[config.mk]
export PLATFORM = sky130hd
export DESIGN_NAME = frog_ctrl
export DESIGN_NICKNAME = d
export VERILOG_FILES = /design/src/rtl/frog_ctrl.sv
export SDC_FILE = /design/constraint.sdc
export NUM_CORES = 1
export LEC_CHECK = 0
export BUFFER_PORTS_ARGS = -buffer_cell sky130_fd_sc_hd__buf_2
export CAP_MARGIN = 10
export CELL_PAD_IN_SITES_DETAIL_PLACEMENT = 1
export CELL_PAD_IN_SITES_GLOBAL_PLACEMENT = 1
export CORE_ASPECT_RATIO = 1.5
export CORE_MARGIN = 2
export CORE_UTILIZATION = 39
export DETAILED_ROUTE_END_ITERATION = 16
export GPL_ROUTABILITY_DRIVEN = 0
export PLACE_DENSITY = 0.87
export SLEW_MARGIN = 0
export SYNTH_ARGS = -nofsm -noshare
export SYNTH_HDL_FRONTEND = slang
export SYNTH_SLANG_ARGS = --single-unit
[constraint.sdc]
create_clock -name clk -period 1.8 [get_ports clk]
set_clock_uncertainty 0.2 [all_clocks]
set_input_delay 0.27 -clock clk [delete_from_list [all_inputs] [get_ports clk]]
set_output_delay 0.27 -clock clk [all_outputs]
set_load 0.02 [all_outputs]
[src/rtl/frog_ctrl.sv]
// frog_ctrl: frog lane position, timed hops, collisions, lives, respawn, scoring and game over.
module frog_ctrl #(
  parameter int ROW_W          = 3,
  parameter int NUM_ROWS       = 8,
  parameter int HOP_CYCLES     = 4,
  parameter int RESPAWN_CYCLES = 16,
  parameter int MAX_LIVES      = 3,
  parameter int CNT_W          = 8
) (
  input  logic             clk,
  input  logic             rst,
  input  logic             key_dir,
  input  logic             key_valid,
  input  logic             hit,
  input  logic             game_en,
  output logic [ROW_W-1:0] frog_row,
  output logic             hopping,
  output logic             dead,
  output logic [1:0]       lives,
  output logic [7:0]       score,
  output logic             win,
  output logic             game_over
);
  typedef enum logic [2:0] {S_IDLE, S_READY, S_HOP, S_DEAD, S_OVER} state_t;
  localparam logic [ROW_W-1:0] LAST = ROW_W'(NUM_ROWS - 1);
  state_t r_state, w_state;
  logic [CNT_W-1:0] r_timer, w_timer;
  logic [ROW_W-1:0] w_row;
  logic [1:0] w_lives;
  logic [7:0] w_score;
  logic w_hop, w_dead, w_win, w_over, w_hit, w_last_life;
  always_ff @(posedge clk) begin
    if (rst) begin
      r_state   <= S_IDLE;
      r_timer   <= '0;
      frog_row  <= '0;
      hopping   <= 1'b0;
      dead      <= 1'b0;
      lives     <= 2'(MAX_LIVES);
      score     <= '0;
      win       <= 1'b0;
      game_over <= 1'b0;
    end else begin
      r_state   <= w_state;
      r_timer   <= w_timer;
      frog_row  <= w_row;
      hopping   <= w_hop;
      dead      <= w_dead;
      lives     <= w_lives;
      score     <= w_score;
      win       <= w_win;
      game_over <= w_over;
    end
  end
  always_comb begin
    w_state     = r_state;
    w_timer     = r_timer;
    w_row       = frog_row;
    w_hop       = hopping;
    w_dead      = dead;
    w_lives     = lives;
    w_score     = score;
    w_win       = 1'b0;
    w_over      = game_over;
    w_last_life = lives <= 2'd1;
    // Start and goal rows are safe; a hit outranks any key or hop completion.
    w_hit = hit && frog_row != '0 && frog_row != LAST && (r_state == S_READY || r_state == S_HOP);
    if (!game_en) begin
      w_state = S_IDLE;
      w_timer = '0;
      w_row   = '0;
      w_hop   = 1'b0;
      w_dead  = 1'b0;
      w_over  = 1'b0;
    end else if (w_hit) begin
      w_lives = lives - {1'b0, |lives};
      w_hop   = 1'b0;
      w_state = w_last_life ? S_OVER : S_DEAD;
      w_dead  = !w_last_life;
      w_over  = w_last_life;
      w_timer = w_last_life ? '0 : CNT_W'(RESPAWN_CYCLES - 1);
    end else begin
      case (r_state)
        S_IDLE: begin
          w_state = S_READY;
          w_row   = '0;
          w_lives = 2'(MAX_LIVES);
          w_score = '0;
        end
        S_READY: if (key_valid && (key_dir ? frog_row != '0 : frog_row != LAST)) begin
          w_row   = key_dir ? frog_row - 1'b1 : frog_row + 1'b1;
          w_hop   = 1'b1;
          w_timer = CNT_W'(HOP_CYCLES - 1);
          w_state = S_HOP;
        end
        S_HOP: if (r_timer == '0) begin
          w_hop   = 1'b0;
          w_state = S_READY;
          if (frog_row == LAST) begin
            w_win   = 1'b1;
            w_score = score + {7'd0, score != 8'hff};
            w_row   = '0;
          end
        end else w_timer = r_timer - 1'b1;
        S_DEAD: if (r_timer == '0) begin
          w_dead  = 1'b0;
          w_row   = '0;
          w_state = S_READY;
        end else w_timer = r_timer - 1'b1;
        default: ;
      endcase
    end
  end
endmodule

# ---- Word-level counts from Yosys, hierarchy flattened
# Index checks and enable logic that the tools add are counted.
# W data, S select, Z words.
dict set report totals {
  reg_bits 28
  latchBits 0
  ramBits 0
  mem_bits_ro 0
  in_bits 6
  out_inout_bits 17
  mem_count 0
}
dict set report op_classes {
  add_sub_neg 5
  multipliers 0
  div 0
  order_cmp 1
  eq_ne 13
  shifts 0
  muxes 28
  bitwise_logic 4
  n_reduce_logical 29
}
# operator count
set ops {}
lappend ops {{$mux W8} 5}
lappend ops {{$pmux W8 S2} 2}
lappend ops {{$mux W3} 9}
lappend ops {{$pmux W3 S4} 1}
lappend ops {{$reduce_bool A2 Y1} 5}
lappend ops {{$pmux W3 S3} 1}
lappend ops {{$reduce_and A3 Y1} 3}
lappend ops {{$add A8 B1 Y8} 1}
lappend ops {{$logic_not A8 Y1} 1}
lappend ops {{$ne A8 B8 Y1 const B} 1}
lappend ops {{$reduce_bool A4 Y1} 2}
lappend ops {{$sub A8 B1 Y8 const B} 1}
lappend ops {{$eq A3 B2 Y1 const B} 2}
lappend ops {{$mux W1} 6}
lappend ops {{$ne A2 B1 Y1 const B} 3}
lappend ops {{$ne A3 B3 Y1 const B} 2}
lappend ops {{$reduce_and A6 Y1} 1}
lappend ops {{$reduce_bool A3 Y1} 2}
lappend ops {{$reduce_or A2 Y1} 3}
lappend ops {{$reduce_and A5 Y1} 1}
lappend ops {{$reduce_or A5 Y1} 1}
lappend ops {{$logic_and A1 B1 Y1} 4}
lappend ops {{$mux W2} 2}
lappend ops {{$mux W4} 1}
lappend ops {{other kinds (16)} 20}

# ---- Logic depth before layout (Yosys ltp)
# Gate-level depths: netlist of the first run.
dict set report depth {
  depth_word 6
  mapped_depth 8
  depth_no_buf 7
}

# ---- Worst setup path after synthesis of the first run
# OpenSTA, ideal clock, no wires.
dict set report synth_timing {
  path_kind {flip-flop to flip-flop}
  from {register frog_row[1]}
  to {register r_timer[2]}
  setup_ns 0.117
  t_arrival_ns 1.664
  required_time_ns 1.483
  slack_ns -0.182
  path_stages_with_launch 7
  synth_period_minus_slack_ns 1.982
  path_cell_list {dfxtp_1 > and3_1 > buf_6 > or3_4 > a31oi_4 > o221ai_2 > a32o_1}
}
dict set report synth_between {
  elab_chain_len 6
  word_cells_on_any_way 12
  cone_classes {eq/ne: 3; mux: 2; reduce/logical: 7}
}
# element line_no
set synth_lines {}
lappend synth_lines {{start, declared} 16} ;# output logic [ROW_W-1:0] frog_row,
lappend synth_lines {{start signal, assigned} 46} ;# frog_row <= w_row;
lappend synth_lines {{$reduce_bool A3 Y1} {67, 90}}
lappend synth_lines {{$logic_and A1 B1 Y1 (3 in series)} 67} ;# w_hit = hit && frog_row != '0 && frog_row != LAST && (r_state == S_READY || r_state == S_HOP);
lappend synth_lines {{$ne A3 B3 Y1 (no line), or another cell as far along} n/a}
lappend synth_lines {{$reduce_and A3 Y1 (no line)} n/a}
lappend synth_lines {{end signal, assigned} 45} ;# r_timer <= w_timer;
lappend synth_lines {{end, declared} 27} ;# logic [CNT_W-1:0] r_timer, w_timer;
# Several ways; a longest one is shown, not always the timed one.
# A chain may end at the register's enable or synchronous reset.

# ---- Worst setup path after layout of the first run
dict set report layout_timing {
  from {register frog_row[2]}
  to {register r_state[1]}
}
dict set report layout_between {
  elab_chain_len 6
  word_cells_on_any_way 12
  cone_classes {eq/ne: 3; mux: 2; reduce/logical: 7}
}
# element line_no
set layout_lines {}
lappend layout_lines {{$reduce_bool A3 Y1} {67, 90}}
lappend layout_lines {{$logic_and A1 B1 Y1 (3 in series)} 67}
lappend layout_lines {{$ne A3 B2 Y1 (no line), or another cell as far along} n/a}
lappend layout_lines {{$reduce_and A3 Y1 (no line)} n/a}
lappend layout_lines {{end signal, assigned} 44} ;# r_state <= w_state;
lappend layout_lines {{end, declared} 26} ;# state_t r_state, w_state;
# Several ways; a longest one is shown, not always the timed one.

==> flow_metrics.env, run 1 <==
export IMPL_outcome="finished with violations"
export IMPL_violations="negative setup slack"
export IMPL_synth_cell_types=57
export IMPL_endpoint_kind="flip-flop"
export IMPL_insertedDiodeCount=0
export IMPL_grt_pass1_wl_um=9942
export IMPL_cp_required_ns=1.80
export IMPL_tightest_slew_ns=0.4263
export IMPL_htreeDepth=1
export IMPL_hp_class="input pin to flip-flop"
export IMPL_io_pin_count=23
export IMPL_rr_startpoint="frog_row[2]"
export IMPL_async_flop_share_pct=0
export IMPL_crit_arrival_ns=1.94
export IMPL_power_density_mw_per_mm2=511.5
export IMPL_cts_root_buf="clkbuf_8"
export IMPL_cp_max_fo=8
export IMPL_grt_remaining_overflow=0
export IMPL_path_clk_slew_ns=0.11
export IMPL_crit_start="frog_row[2]"
export IMPL_cts_buffer_depth=2
export IMPL_synth_yosys_seq_area_share_pct=31.28
export IMPL_reg2reg_depth=8
export IMPL_critPathLaunchType="flip-flop"
export IMPL_finalSetupTns_ns=-1.795
export IMPL_yosysWarnings=0
export IMPL_coreArea_mm2=0.004467
export IMPL_hold_viol=0
export IMPL_rows=30
export IMPL_postSynthAreaPerCell_um2=8.452
export IMPL_grt_pass1_vias=2128
export IMPL_hpwl_um=4528
export IMPL_wl_um=6219
export IMPL_drive_gt1_share_pct=46.64
export IMPL_synthCells=212
export IMPL_leakage_uw=0.001025
export IMPL_dr_total_vias=1983
export IMPL_layout_common_cells="buf_4 (53), nand2_1 (23), buf_2 (22)"
export IMPL_synth_main_ff_cell="dfxtp_1"
export IMPL_fin_crit_sh_pct=107.9
export IMPL_crit_end="r_state[1]"
export IMPL_fp_dieArea_mm2=0.005163
export IMPL_period_needed_ns=1.942
export IMPL_place_area_mm2=0.002356
export IMPL_slew_violations=0
export IMPL_cts_tree="built"
export IMPL_synth_edff_count=0
export IMPL_drt_wirelength_per_cell_um=18.79
export IMPL_initial_core_util_pct=40.11
export IMPL_antenna_found_initial=0
export IMPL_final_setup_viol_count=21
export IMPL_cts_buffers=3
export IMPL_grt_max_degree=20
export IMPL_io_buffers=22
export IMPL_die_y_um=87.02
export IMPL_via_per_inst=5.991
export IMPL_filler_cell_count=537
export IMPL_r2r_slack_ns=-0.14
export IMPL_fin_ws_ns=-0.1424
export IMPL_fin_area_mm2=0.002522
export IMPL_netlist_area_mm2=0.001792
export IMPL_cts_sinks=28
export IMPL_layout_commonest_cell="buf_4"
export IMPL_syn_to_final_growth_pct=40.78
export IMPL_dr_pass1_iters=4
export IMPL_r2r_end="r_state[1]"
export IMPL_relSlewSlack_pct=71.58
export IMPL_irDropWorstVdd_mv=0.2418
export IMPL_insertion_delay_ns=0.28
export IMPL_dr_first_iter_drc_count=83
export IMPL_critical_path_class="flip-flop to flip-flop"
export IMPL_rsz0062_at_grt="yes"
export IMPL_remaining_drc_errors=0
export IMPL_maxCapViolCount=0
export IMPL_finalNetCount=295
export IMPL_ys_seq_elements=28
export IMPL_fp_dieW_um=59.34
export IMPL_syn_num_nets=223
export IMPL_ant_nets=0
export IMPL_fmax_mhz=514.8
export IMPL_gr_usage_all_layers_pct=25.13
==> report_power, final <==
group,internal (µW),leakage [µW],switching [µW]
Sequential,627,0.000233,13.2
Clock,154,0.0000231,214
Combinational,126,0.000768,156
Total,907,0.00102,383
==> per-stage QoR <==
step / total power (µW) / worst slack (ns) / util [%] / hold WS [ns] / cells
after detailed placement: 913.4 / -0.1721 / 52.75 / 0.2765 / 324
after global placement: 902.2 / -0.1272 / 52.75 / 0.2573 / 324
final: 1290 / -0.1424 / 56.47 / 0.04123 / 331
after global routing: 1350 / -0.2474 / 56.47 / 0.04228 / 331
after CTS: 1284 / -0.1390 / 55.24 / 0.04774 / 330
after floorplan: 799.6 / -0.02806 / - / 0.1768 / 212
==> timing repair <==
action	CTS	global route
endpoints found under the setup margin	23	25
pin swaps	5	6
hold buffers	0	0
resized for setup	12	9
setup buffers	3	1
==> how the worst min path moves through the flow <==
stage,to,start,cells past startpoint
global placement,dead,dead,2
CTS,lives[1],rst,2
floorplan,lives[0],rst,1
detailed placement,dead,dead,2
finish,lives[1],rst,2
global route,lives[0],rst,2
==> synthesized netlist by cell type (all sizes together) (2+ instances only) <==
cell type,number,area [µm²]
a211o,3,26.28
a21o,4,30.03
a21oi,12,71.32
a31o,2,17.52
a31oi,4,40.04
a41oi,2,17.52
and2,2,12.51
and3,4,25.02
buf,7,47.55
clkbuf,4,15.01
dfxtp,28,560.5
ha,4,50.05
inv,4,15.01
mux2i,4,40.04
nand2,24,92.59
nand2b,4,25.02
nand3,16,80.08
nand4,7,43.79
nor2,15,58.81
nor2b,4,25.02
nor3,7,45.04
nor4,4,25.02
o2111ai,2,17.52
o211ai,5,42.54
o21ai,7,35.03
o21bai,2,15.01
o31ai,2,33.78
or3,6,47.54
xnor2,5,43.79
xor2,3,26.28
==> routing by layer <==
| metal | global-route usage [%] | part of all wire (%) |
|---|---|---|
| met1 | 25.89 | 38 |
| met2 | 48.65 | 56 |
| met3 | 2.823 | 2.4 |
| met4 | 10.54 | 3.5 |
| met5 | 0 | 0 |
==> worst max-delay path: stages (launching register included) <==
cell and delay (ns):
dfxtp_2 0.43, buf_4 0.14, nor3_2 0.05, buf_4 0.15, nor3_2 0.27, buf_4 0.18, nand3_1 0.07, a211o_1 0.28
o32ai_1 0.10
==> state kept, by name, summed over array words and instances (netlist names) <==
register   count
dead           1
frog_row       3
game_over      1
hopping        1
lives          2
r_state        3
r_timer        8
score          8
win            1
==> final cells by class <==
class	instances	area, µm²	share of cell area [%]
Inverter	4	15.01	0.5952
Multi-Input combinational cell	169	1279	50.69
Clock inverter	1	3.754	0.1488
Sequential cell	28	581.8	23.07
Tap cell	48	60.06	2.381
Timing Repair Buffer	78	541.8	21.48
Clock buffer	3	41.29	1.637
==> cells by family (layout without fill, tap and decap cells) <==
family | after synthesis | count (layout) | synth area share, %
mux | 4 | 4 | 2.235
buf+inv | 15 | 86 | 4.329
flops | 28 | 28 | 31.29
compound gates | 52 | 52 | 23.39
simple gates | 100 | 100 | 30.94
fa+ha+maj | 5 | 5 | 3.911
xor+xnor | 8 | 8 | 3.911
Power figures use the tool's default switching activity.
==> inputs of run 2 (changes only) <==
- ABC_AREA: default -> 1
- CORE_MARGIN: 2 -> 4
- CORE_UTILIZATION: 39 -> 37
- GPL_ROUTABILITY_DRIVEN: 0 -> default
==> run 2 against run 1 <==
Compared with the run above: the flow still finishes with violations (negative setup slack); synthesized cell count up 23%; critical path depth is 5 higher; flip-flop and latch count did not move; sequential power up 4.7%; clock-buffer cell count grew 1; die area increased by 16%; sequential share of layout area grew 0.74 points.
==> flow_metrics.env, run 2 <==
export IMPL_r2r_slack_ns=-0.07
export IMPL_synth_area_leaders="dfxtp_1 (31%), nand2_1 (12%), nor2_1 (7.8%), inv_1 (6.1%), nand3_1 (5.9%)"
export IMPL_layout_commonest_cell="nand2_1"
export IMPL_rsz0062_at_grt="yes"
export IMPL_hpwl_um=4093
export IMPL_stdcell_count=383
export IMPL_relSlewSlack_pct=78.09
export IMPL_place_congestion=0.8009
export IMPL_synth_adder_area_share_pct=3.935
export IMPL_yosys_top_cells_count="nand2_1 (59), nor2_1 (37), inv_1 (29), dfxtp_1 (28), nand3_1 (21)"
export IMPL_syn_num_nets=271
export IMPL_violations="negative setup slack"
export IMPL_fin_crit_sh_pct=104.1
export IMPL_yosysWarnings=0
export IMPL_critical_path_class="flip-flop to flip-flop"
export IMPL_insertion_delay_ns=0.28
export IMPL_synth_compound_area_share_pct=9.768
export IMPL_grt_pass1_vias=2068
export IMPL_cts_tree="built"
export IMPL_drive_gt1_share_pct=41.38
export IMPL_cp_max_fo=3
export IMPL_netlist_area_mm2=0.001780
export IMPL_grt_max_degree=16
export IMPL_hold_slack_ns=0.05084
export IMPL_ys_seq_elements=28
export IMPL_htreeDepth=1
export IMPL_synth_top_family_by_area="simple AND/OR/NAND/NOR gates"
export IMPL_cts_root_buf="clkbuf_8"
export IMPL_irDropWorstVdd_mv=0.3829
export IMPL_hold_start="rst"
export IMPL_dr_pass1_iters=4
export IMPL_hp_class="input pin to flip-flop"
export IMPL_via_per_inst=5.136
export IMPL_layout_common_cells="nand2_1 (51), buf_4 (36), nor2_1 (34)"
export IMPL_yosys_area_share_simple_pct=41.60
export IMPL_insertedDiodeCount=0
export IMPL_cp_required_ns=1.78
export IMPL_dr_total_vias=1967
export IMPL_ant_nets=0
export IMPL_rows=30
export IMPL_reg2reg_depth=13
export IMPL_hold_buffers=0
export IMPL_tightest_slew_ns=0.3284
export IMPL_coreArea_mm2=0.004579
export IMPL_initial_core_util_pct=38.88
export IMPL_endpoint_kind="flip-flop"
export IMPL_postSynthAreaPerCell_um2=6.848
export IMPL_holdPathStages=2
export IMPL_maxCapViolCount=0
export IMPL_cts_buffers=3
export IMPL_regArea_um2=588.1
export IMPL_hold_viol=0
export IMPL_gr_usage_all_layers_pct=18.83
export IMPL_synthCells=260
export IMPL_holdPathEnd="score[5]"
export IMPL_synth_main_ff_cell="dfxtp_1"
export IMPL_fin_ws_ns=-0.07310
export IMPL_slew_violations=0
export IMPL_synth_yosys_seq_area_share_pct=31.48
export IMPL_dr_first_iter_drc_count=105
export IMPL_r2r_end="score[4]"
export IMPL_finalSetupTns_ns=-0.09512
export IMPL_syn_to_final_growth_pct=38.72
export IMPL_cts_buffer_depth=2
export IMPL_multi_input_area_mm2=0.001232
export IMPL_yosysTopAreaCellShare_pct=31.48
export IMPL_critPathLaunchType="flip-flop"
export IMPL_synth_most_common_cell="nand2_1"
export IMPL_synth_cell_types=30
export IMPL_fmax_mhz=533.9
export IMPL_outcome="finished with violations"
export IMPL_cts_sinks=28
export IMPL_period_needed_ns=1.873
export IMPL_rr_startpoint="score[2]"
export IMPL_muxShareOfSynthArea_pct=0
export IMPL_leakage_uw=0.001197
export IMPL_synth_edff_count=0
export IMPL_place_inst=367
export IMPL_yosys_area_top_type="dfxtp_1"
export IMPL_drt_wirelength_per_cell_um=16.26
export IMPL_top_regs="r_timer: 8 flops, score: 8 flops"
export IMPL_die_y_um=92.96
export IMPL_crit_arrival_ns=1.86
export IMPL_io_pin_count=23
export IMPL_async_flop_share_pct=0
export IMPL_finalNetCount=331
export IMPL_power_density_mw_per_mm2=657.8
export IMPL_fp_dieW_um=64.64
export IMPL_grt_pass1_wl_um=8997
export IMPL_filler_cell_count=594
export IMPL_wl_um=6226
export IMPL_final_setup_viol_count=3
export IMPL_path_clk_slew_ns=0.10
export IMPL_grt_remaining_overflow=0
export IMPL_remaining_drc_errors=0
export IMPL_fp_dieArea_mm2=0.006009
export IMPL_synth_xor_area_share_pct=3.935
export IMPL_io_buffers=22
export IMPL_antenna_found_initial=0
==> run 2: cell type report <==
cell class,instances,area share (%)
clock buffer,4,2.229
sequential,28,23.81
multi-input combinational,194,49.90
inverter,35,5.420
timing repair buffer,58,15.40
tap,64,3.242
==> run 2: how the worst max path moves through the flow <==
| stage | from | endpoint |
|---|---|---|
| final | score[2] | score[4] |
| after global routing | score[7] | score[4] |
| after CTS | score[3] | score[4] |
| after detailed placement | score[4] | score[4] |
| after global placement | score[4] | score[4] |
| after floorplan | score[2] | score[4] |
==> run 2: cell families after synthesis <==
| kind of cell | Yosys count |
|---|---|
| buffers and inverters | 39 |
| AO/OA/AOI/OAI | 31 |
| adder cells (fa/ha/maj) | 5 |
| flip-flops | 28 |
| XOR/XNOR | 8 |
| AND/OR/NAND/NOR | 149 |
==> run 2: repair_timing <==
action	in CTS	in global routing
gates resized for setup	14	34
buffers inserted	6	5
pin swaps	7	11
gates cloned	0	1
setup endpoints to repair	6	21
==> run 2: power breakdown <==
group	internal, µW	switching (µW)
logic	204	337
clock network	197	216
registers	644	27.4
total	1040	581
==> run 2: through the flow <==
step           power, µW  instance area (µm²)  setup slack, ns  util (%)
2_1_floorplan       1005                 1805         0.003743         -
3_3_place_gp        1118                 2150         0.007031     46.94
3_5_place_dp        1138                 2150         -0.05336     46.94
4_1_cts             1557                 2298         0.005484     50.19
5_1_grt             1716                 2470          -0.1755     53.93
6_report            1625                 2470         -0.07310     53.93
==> run 2: per-layer routing <==
metal	global-route usage, %	vias to the layer above	part of all wire (%)
met3	1.214	21	1.6
met4	7.760	0	3.9
li1	-	951	-
met2	39.74	36	60
met1	17.71	959	35
met5	0	-	0
==> run 2: worst max-delay path: stages (launching register included) <==
cell	delay (ns)
dfxtp_4	0.38
nand2_4	0.05
nor2_4	0.10
nand4_1	0.08
ha_2	0.21
ha_4	0.18
nand2_4	0.06
inv_2	0.04
nand2_1	0.06
nand2_1	0.06
o21ai_1	0.09
nor2_1	0.06
o21ai_1	0.14
a21oi_1	0.05
